<file path="src/rtl/riscv_pkg.sv">
// riscv_pkg: shared widths and types for the load/store path (XLEN, data memory depth, sizes, LSU states).
// Revision: 1.0
`default_nettype none

package riscv_pkg;

  localparam int XLEN      = 32;
  localparam int DMEM_SIZE = 1024;
  localparam int AW        = $clog2(DMEM_SIZE);

  typedef enum logic [1:0] {
    MEM_B = 2'b00,
    MEM_H = 2'b01,
    MEM_W = 2'b10
  } mem_size_e;

  typedef enum logic [2:0] {
    LSU_IDLE  = 3'd0,
    LSU_LOAD  = 3'd1,
    LSU_MERGE = 3'd2,
    LSU_WRITE = 3'd3,
    LSU_RESP  = 3'd4
  } lsu_state_e;

  // Anything that is not a byte or half is treated as a word access.
  function automatic logic is_misaligned(input mem_size_e size, input logic [1:0] off);
    case (size)
      MEM_B:   return 1'b0;
      MEM_H:   return off[0];
      default: return off != 2'b00;
    endcase
  endfunction

endpackage

`default_nettype wire

</file>
<file path="src/rtl/lsu_byte_lane.sv">
// lsu_byte_lane: little-endian lane extract/extend for loads and lane merge for sub-word stores.
// Revision: 1.0
`default_nettype none

module lsu_byte_lane
  import riscv_pkg::*;
(
  input  logic [XLEN-1:0] word,
  input  logic [XLEN-1:0] wdata,
  input  mem_size_e       size,
  input  logic [1:0]      offset,
  input  logic            is_unsigned,
  output logic [XLEN-1:0] load_data,
  output logic [XLEN-1:0] merged
);

  logic [XLEN-1:0] shifted;
  logic [7:0]      byte_sel;
  logic [15:0]     half_sel;

  always_comb begin
    shifted   = word >> {offset, 3'b000};
    byte_sel  = shifted[7:0];
    half_sel  = offset[1] ? word[31:16] : word[15:0];
    load_data = word;
    merged    = word;
    case (size)
      MEM_B: begin
        load_data = {{24{~is_unsigned & byte_sel[7]}}, byte_sel};
        merged[{offset, 3'b000} +: 8] = wdata[7:0];
      end
      MEM_H: begin
        load_data = {{16{~is_unsigned & half_sel[15]}}, half_sel};
        merged[{offset[1], 4'b0000} +: 16] = wdata[15:0];
      end
      default: ;
    endcase
  end

endmodule

`default_nettype wire

</file>
<file path="src/rtl/load_store_unit.sv">
// load_store_unit: byte-addressed load/store front end for a word-only data memory (RMW for SB/SH).
// Optional LSU_MISALIGN_TRAP_EN: misaligned requests return rsp_err instead of being force-aligned.
`default_nettype none

module load_store_unit
  import riscv_pkg::*;
(
  input  logic            clk,
  input  logic            rst,
  input  logic            req_valid,
  output logic            req_ready,
  input  logic            req_we,
  input  logic [1:0]      req_size,
  input  logic            req_unsigned,
  input  logic [XLEN-1:0] req_addr,
  input  logic [XLEN-1:0] req_wdata,
  output logic            rsp_valid,
  output logic [XLEN-1:0] rsp_rdata,
  output logic            rsp_err,
  output logic [AW-1:0]   data_addr,
  output logic [XLEN-1:0] data_write_data,
  output logic            data_write_enable,
  input  logic [XLEN-1:0] data_read_data
);

  lsu_state_e      state, state_next;
  mem_size_e       size_in, size_q;
  logic [1:0]      off_q, off_in;
  logic            we_q, uns_q, err_q, misal, trap, accept;
  logic [XLEN-1:0] load_q, write_q, lane_load, lane_merged;
  logic            unused_addr_bits;

  assign size_in          = mem_size_e'(req_size);
  assign misal            = is_misaligned(size_in, req_addr[1:0]);
  assign accept           = req_valid && (state == LSU_IDLE);
  assign unused_addr_bits = ^req_addr[XLEN-1:AW+2];

`ifdef LSU_MISALIGN_TRAP_EN
  assign trap    = misal;
  assign off_in  = req_addr[1:0];
  assign rsp_err = (state == LSU_RESP) && err_q;
`else
  assign trap    = 1'b0;
  // Misaligned halves/words are silently snapped down to their natural boundary.
  assign off_in  = (size_in == MEM_B) ? req_addr[1:0] :
                   (size_in == MEM_H) ? {req_addr[1], 1'b0} : 2'b00;
  assign rsp_err = 1'b0;
`endif

  lsu_byte_lane u_lane (
    .word        (data_read_data),
    .wdata       (write_q),
    .size        (size_q),
    .offset      (off_q),
    .is_unsigned (uns_q),
    .load_data   (lane_load),
    .merged      (lane_merged)
  );

  always_ff @(posedge clk or posedge rst) begin
    if (rst) state <= LSU_IDLE;
    else     state <= state_next;
  end

  always_comb begin
    state_next = state;
    case (state)
      LSU_IDLE: begin
        if (req_valid) begin
          if (trap)                 state_next = LSU_RESP;
          else if (!req_we)         state_next = LSU_LOAD;
          else if (size_in == MEM_B ||
                   size_in == MEM_H) state_next = LSU_MERGE;
          else                      state_next = LSU_WRITE;
        end
      end
      LSU_LOAD:  state_next = LSU_RESP;
      LSU_MERGE: state_next = LSU_WRITE;
      LSU_WRITE: state_next = LSU_RESP;
      LSU_RESP:  state_next = LSU_IDLE;
      default:   state_next = LSU_IDLE;
    endcase
  end

  always_ff @(posedge clk or posedge rst) begin
    if (rst) begin
      size_q    <= MEM_B;
      off_q     <= 2'b00;
      we_q      <= 1'b0;
      uns_q     <= 1'b0;
      err_q     <= 1'b0;
      data_addr <= '0;
      load_q    <= '0;
      write_q   <= '0;
    end else if (accept) begin
      size_q    <= size_in;
      off_q     <= off_in;
      we_q      <= req_we;
      uns_q     <= req_unsigned;
      err_q     <= trap;
      data_addr <= req_addr[AW+1:2];
      load_q    <= '0;
      write_q   <= req_wdata;
    end else if (state == LSU_LOAD) begin
      load_q    <= lane_load;
    end else if (state == LSU_MERGE) begin
      write_q   <= lane_merged;
    end
  end

  assign req_ready         = (state == LSU_IDLE);
  assign rsp_valid         = (state == LSU_RESP);
  assign rsp_rdata         = (state == LSU_RESP && !we_q) ? load_q : '0;
  assign data_write_data   = write_q;
  assign data_write_enable = (state == LSU_WRITE);

endmodule

`default_nettype wire

</file>
<file path="config.mk">
export PLATFORM = sky130hd
export DESIGN_NAME = load_store_unit
export DESIGN_NICKNAME = d
export VERILOG_FILES = /design/src/rtl/riscv_pkg.sv /design/src/rtl/lsu_byte_lane.sv /design/src/rtl/load_store_unit.sv
export SDC_FILE = /design/constraint.sdc
export NUM_CORES = 1
export LEC_CHECK = 0
export CORE_ASPECT_RATIO = 1.2
export CORE_MARGIN = 3
export CORE_UTILIZATION = 35
export CTS_CLUSTER_SIZE = 20
export DETAILED_ROUTE_END_ITERATION = 10
export GPL_TIMING_DRIVEN = 1
export PLACE_DENSITY = 0.6
export SETUP_SLACK_MARGIN = 0.4
export SLEW_MARGIN = 20
export SYNTH_ARGS = -nofsm -noshare
export SYNTH_HDL_FRONTEND = slang
export SYNTH_HIERARCHICAL = 1
export SYNTH_SLANG_ARGS = --single-unit
</file>
<file path="constraint.sdc">
create_clock -name clk -period 5 [get_ports clk]
set_clock_uncertainty 0.15 [all_clocks]
set_input_delay 0.75 -clock clk [delete_from_list [all_inputs] [get_ports clk]]
set_output_delay 0.75 -clock clk [all_outputs]
set_load 0.1 [all_outputs]
</file>
==> run metrics, run 1 <==
gr ovfl total 0; asr flop ratio synth 100%; syn_nets 756; number of synthesized flops with an enable pin 0; Netlist Area Pre-Place 5730 µm²; Clock Path Buffers 2; YS warnings 6; clk_lat worst skew 0.34 ns; CP Data Required Time 4.10 ns; routed vias 5,249; final setup fails 0; post-CTS setup buffer count 0; hold_sp data_addr[2]$_DFFE_PP0P_; worst reg2reg setup slack 1.94 ns; FP Rows 50; Mapped Avg Cell Area 8.84 µm²; antenna violations before repair 0; Min-Delay Endpoint data_addr[2]$_DFFE_PP0P_; power density over the cells 770 nW/µm²; commonest cells after routing, fill and taps aside clkdlybuf4s50_1, nand2_1, dfrtp_1; critical path peak fanout 32; max-capacitance violation count 0; # IOs 181; Tcrit/Tclk final 80.9%; hold_buf cts 0; R2R Path End data_write_data[5]$_DFFE_PP0P_; outcome finished clean; CORE AREA 15,800 µm²; n_diodes 0; Tot Pwr 5.90 mW; worst hold path type flip-flop to flip-flop; Die W 123 µm; wire per inst 18.4 µm; Lkg Pwr 3.27 nW; initial drt markers 635; multi-input logic area 3250 µm²; sequential area share after synthesis 36.3%; share of post-route cells with drive strength above 1 11.7%; vias in the first global route 5,281; hpwl dp 13,700 µm; final-stage net count 884; synthesized flop and latch total 83; synthesized instance count 648; prevailing post-synth register cell dfrtp_1; drt total wl 18,200 µm; Max-slew headroom 30.8%; drc violations 0; Hold Fails Final Rpt 0; first-pass GRT wire length 29,300 µm; worst vdd ir 0.733 mV; Die Y 146 µm; total die area 17,900 µm²; Crit Path Category flip-flop to primary output; total track usage 20.6%; DR vias/cell 5.31; clock sink total 83; H-tree depth 3; port buffer count 159; Synth cell types 44; largest net degree at the start of global routing 67; Data arrival, critical path 3.15 ns; Final Max Slew Viols 0; Worst R2R Start size_q[1]$_DFFE_PP0P_; Worst Max-Slew Pin Slew 1.04 ns; Post-CTS Resized 0; area grow syn2layout 33.9%; CTS tree built; CP startpoint kind flip-flop; Routability Congestion 0.921; clock buffer count from CTS 9; Root Buffer clkbuf_16; fillers 1,548; CP Capture Type primary output; fmax 247 MHz; setup TNS 0 ns; unrepaired setup endpoints after global routing false; Initial Util 36.2%; Clock transition at path regs 0.07 ns; FF+latch area 2080 µm²; Hold Slack 0.340 ns; drt pass-1 iters 8; FF-to-FF path depth 7; antenna viol nets, final 0; crit path time final 4.05 ns; commonest non-fill, non-tap cell in the layout clkdlybuf4s50_1; hold depth 1
==> through the flow <==
stage	setup WS, ns	util, %	instances	cell area [µm²]
floorplan	1.07	-	648	5730
global placement	1.38	46.4	973	7350
detailed placement	1.26	46.4	973	7350
CTS	0.877	48.4	989	7670
global route	0.702	48.4	989	7670
finish	0.953	48.4	989	7670
==> sequential cells by signal, indices dropped and copies added (netlist names) <==
signal	flops
uns_q	1
state	3
size_q	2
we_q	1
data_addr	10
off_q	2
load_q	32
data_write_data	32
==> worst max path at each step <==
stage                               from            end  cells after the start
finish              state[2]$_DFFE_PP0P_  rsp_rdata[15]                      4
global route        state[2]$_DFFE_PP0P_   rsp_rdata[0]                      4
CTS                 state[2]$_DFFE_PP0P_  rsp_rdata[15]                      4
detailed placement  state[2]$_DFFE_PP0P_  rsp_rdata[15]                      4
global placement    state[2]$_DFFE_PP0P_   rsp_rdata[3]                      4
floorplan           state[0]$_DFFE_PP0P_  rsp_rdata[10]                      5
==> cell usage after synthesis (2+ instances only) <==
cell / count / area [µm²]
o21bai_2: 2 / 22.5
a221o_1: 9 / 90.1
nor3b_1: 2 / 15.0
buf_6: 6 / 67.6
nor2_1: 4 / 15.0
a21oi_1: 42 / 210
buf_4: 7 / 52.6
nor2b_1: 5 / 31.3
buf_2: 9 / 45.0
o21ai_0: 42 / 210
nor3_1: 3 / 15.0
and2_1: 34 / 213
dfrtp_1: 83 / 2080
a22o_1: 2 / 17.5
and2b_1: 7 / 52.6
a22oi_1: 7 / 52.6
mux2_1: 36 / 405
mux2_2: 42 / 473
ha_1: 5 / 62.6
nor4_4: 3 / 63.8
mux2i_1: 9 / 90.1
inv_1: 34 / 128
a222oi_1: 23 / 230
nand2b_1: 33 / 206
o211ai_1: 7 / 52.6
o21bai_1: 2 / 15.0
clkbuf_1: 27 / 101
nand2_1: 147 / 552
==> layer usage <==
metal	GRT usage [%]	wire, µm	vias up
met3	4.49	1410	28
met5	0	0	-
met4	6.83	420	0
met1	28.0	7720	2491
li1	-	-	2497
met2	32.4	8640	233
==> power breakdown <==
part	leakage (nW)	total (mW)	internal, mW	switching, mW
combinational	2.07	3.88	1.24	2.65
clock	0.154	0.719	0.440	0.280
sequential	1.04	1.30	0.980	0.318
==> critical path, stage by stage (launching register included) <==
cell	delay (ns)
dfrtp_1	0.58
nor3b_2	0.27
and2b_1	0.59
and2_1	0.23
clkdlybuf4s50_1	1.13
==> area by class of cell <==
class,count,share of cell area [%]
Timing Repair Buffer,168,21.3
Multi-Input combinational cell,480,42.4
Inverter,34,1.68
Sequential cell,83,27.1
Clock inverter,6,1.16
Tap cell,208,3.39
Clock buffer,10,2.99
==> logic make-up (layout without fill, tap and decap cells) <==
family | Yosys count | after routing | share of synthesized area (%)
AND/OR/NAND/NOR | 247 | 247 | 21.9
buffers and inverters | 85 | 218 | 7.21
adder cells (fa/ha/maj) | 5 | 5 | 1.09
AO/OA/AOI/OAI | 140 | 140 | 16.6
flip-flops | 83 | 83 | 36.3
multiplexers | 87 | 87 | 16.9
other | 1 | 1 | 0.0655
Note: power is estimated with default switching activity, not from simulation.
==> run 2, diff against run 1 <==
==> constraint.sdc (replaced) <==
create_clock -name clk -period 3.9 [get_ports clk]
set_clock_uncertainty 0.15 [all_clocks]
set_input_delay 0.585 -clock clk [delete_from_list [all_inputs] [get_ports clk]]
set_output_delay 0.585 -clock clk [all_outputs]
set_load 0.1 [all_outputs]
==> run 2 against run 1 <==
Net effect:
- hold slack worse by 0.0027 ns
- via count down 0.72%
- die area unchanged
- setup slack worse by 0.17 ns
- critical path depth unchanged
- total power up 29%
- clock power up 23%
- critical endpoint is now rsp_rdata[25]
==> run metrics, run 2 (synthesis gave the netlist of run 1 again) <==
largest net degree at the start of global routing 84 (was 67); FP Rows 50 (unchanged); hold_buf cts 0 (unchanged); CORE AREA 15,800 µm² (unchanged); clock buffer count from CTS 9 (unchanged); Final Max Slew Viols 0 (unchanged); routed vias 5,211 (was 5,249); antenna violations before repair 0 (unchanged); vias in the first global route 5,181 (was 5,281); Crit Path Category flip-flop to primary output (unchanged); Seq pwr share 21.6% (was 22.0%); hpwl dp 13,700 µm (about the same); drt total wl 18,600 µm (was 18,200 µm); crit path cell chain nor3b_4 -> and2b_1 -> and2_1 -> buf_4 (was nor3b_2 -> and2b_1 -> and2_1 -> clkdlybuf4s50_1); combinational share of power 66.7% (was 65.8%); Sw Share 55.5% (was 55.0%); Die Y 146 µm (unchanged); outcome finished clean (unchanged); total track usage 20.6% (about the same); Max-slew headroom 33.2% (was 30.8%); max incr delay on CP 0.61 ns (was 1.13 ns); Net Switching 4.21 mW (was 3.24 mW); FF-to-FF path depth 8 (was 7); unrepaired setup endpoints after global routing false (unchanged); hold depth 1 (unchanged); Routability Congestion 0.884 (was 0.921); Die W 123 µm (unchanged); commonest cells after routing, fill and taps aside nand2_1, clkdlybuf4s50_1, dfrtp_1 (was clkdlybuf4s50_1, nand2_1, dfrtp_1); initial drt markers 522 (was 635); power density over the cells 993 nW/µm² (was 770 nW/µm²); Hold Fails Final Rpt 0 (unchanged); clock network power share 11.6% (was 12.2%); first-pass GRT wire length 29,000 µm (was 29,300 µm); final setup fails 0 (unchanged); crit path time final 3.12 ns; worst hold path type flip-flop to flip-flop (unchanged); max-capacitance violation count 0 (unchanged); CTS tree built (unchanged); drc violations 0 (unchanged); Worst Max-Slew Pin Slew 0.999 ns (was 1.04 ns); antenna viol nets, final 0 (unchanged); post-CTS setup buffer count 0 (unchanged); setup TNS 0 ns (unchanged); share of post-route cells with drive strength above 1 14.9% (was 11.7%); Post-CTS Resized 0 (unchanged); wire per inst 18.8 µm (was 18.4 µm); CP Capture Type primary output (unchanged); fillers 1,575 (was 1,548); Data arrival, critical path 2.39 ns (was 3.15 ns); Int Power 3.38 mW (was 2.66 mW); Clock Path Buffers 2 (unchanged); # IOs 181 (unchanged); worst vdd ir 0.657 mV (was 0.733 mV); CP Data Required Time 3.16 ns (was 4.10 ns); gr ovfl total 0 (unchanged); total die area 17,900 µm² (unchanged); PnR worst setup slack 0.780 ns (was 0.953 ns); clock sink total 83 (unchanged); critical path peak fanout 32 (unchanged); n_diodes 0 (unchanged); Clock transition at path regs 0.07 ns (about the same); Initial Util 36.2% (unchanged); Lkg Pwr 3.32 nW (was 3.27 nW); Setup WS pre-CTS 1.03 ns (was 1.26 ns); drt pass-1 iters 6 (was 8); commonest non-fill, non-tap cell in the layout nand2_1 (was clkdlybuf4s50_1); CP startpoint kind flip-flop (unchanged); Root Buffer clkbuf_16 (unchanged); clk_lat worst skew 0.35 ns (was 0.34 ns); fmax 320 MHz; port buffer count 159 (unchanged); DR vias/cell 5.27 (was 5.31); area grow syn2layout 33.3% (was 33.9%); H-tree depth 3 (unchanged); Tcrit/Tclk final 80.0%; final-stage net count 885 (was 884); Worst path slowest cell dfrtp_1 (was clkdlybuf4s50_1)
run 2: changes by cell type in the layout (fill, tap and decap cells not counted), moves of 2 or more:
cell / change
buf_12: +2
buf_4: +23
clkdlybuf4s50_1: -25
nor3b_2: -2
nor3b_4: +2
run 2: stage by stage:
step / utilization, % / hold slack, ns / cells / power [mW] / instance area (µm²)
6_report: 48.3 / 0.337 / 989 / 7.59 / 7640
3_3_place_gp: 46.3 / 0.314 / 973 / 6.61 / 7320
2_1_floorplan: - / 0.300 / 648 / 5.55 / 5740
4_1_cts: 48.2 / 0.338 / 988 / 7.61 / 7630
5_1_grt: 48.3 / 0.344 / 989 / 8.01 / 7640
3_5_place_dp: 46.3 / 0.323 / 973 / 6.71 / 7320
run 2: path summary, 6_finish.rpt:
path                       slack [ns]                  from                         endpoint
hold / removal                   0.34      we_q$_DFFE_PP0P_                 we_q$_DFFE_PP0P_
setup reg to reg                 0.90  off_q[0]$_DFFE_PP0P_  data_write_data[25]$_DFFE_PP0P_
hold reg to reg                  0.34      we_q$_DFFE_PP0P_                 we_q$_DFFE_PP0P_
setup / recovery                 0.78  state[2]$_DFFE_PP0P_                    rsp_rdata[25]
max in group asynchronous        2.72                   rst  data_write_data[10]$_DFFE_PP0P_
min in group asynchronous        0.48                   rst         data_addr[8]$_DFFE_PP0P_
run 2: cell type report:
cell class                      instances  area, µm²  share of cell area [%]
Multi-Input combinational cell        480       3260                    42.7
Sequential cell                        83       2080                    27.2
Timing Repair Buffer                  169       1610                    21.1
Tap cell                              208        260                    3.41
Clock buffer                           10        239                    3.13
Inverter                               34        129                    1.69
Clock inverter                          5       62.6                   0.819
run 2: layer usage:
layer	up-vias	routed length, µm	share of wire [%]	track usage (%)
li1	2499	-	-	-
met1	2495	8190	44	27.8
met2	195	8830	48	33.0
met3	22	1160	6.2	3.72
met4	0	398	2.1	7.45
met5	-	0	0	0
run 2: critical path: cells and delay by family, from the launching register on:
kind                   cells  cell delay [ns]
and+or+nand+nor            3             1.12
buffers and inverters      1             0.29
DFF                        1             0.61
run 2: power groups by stage:
stage,combinational [mW],sequential (mW),clock [mW]
finish,5.06,1.64,0.884
global route,5.37,1.70,0.939
CTS,5.06,1.65,0.902
detailed placement,5.05,1.66,0
global placement,4.97,1.64,0
floorplan,2.44,3.11,0
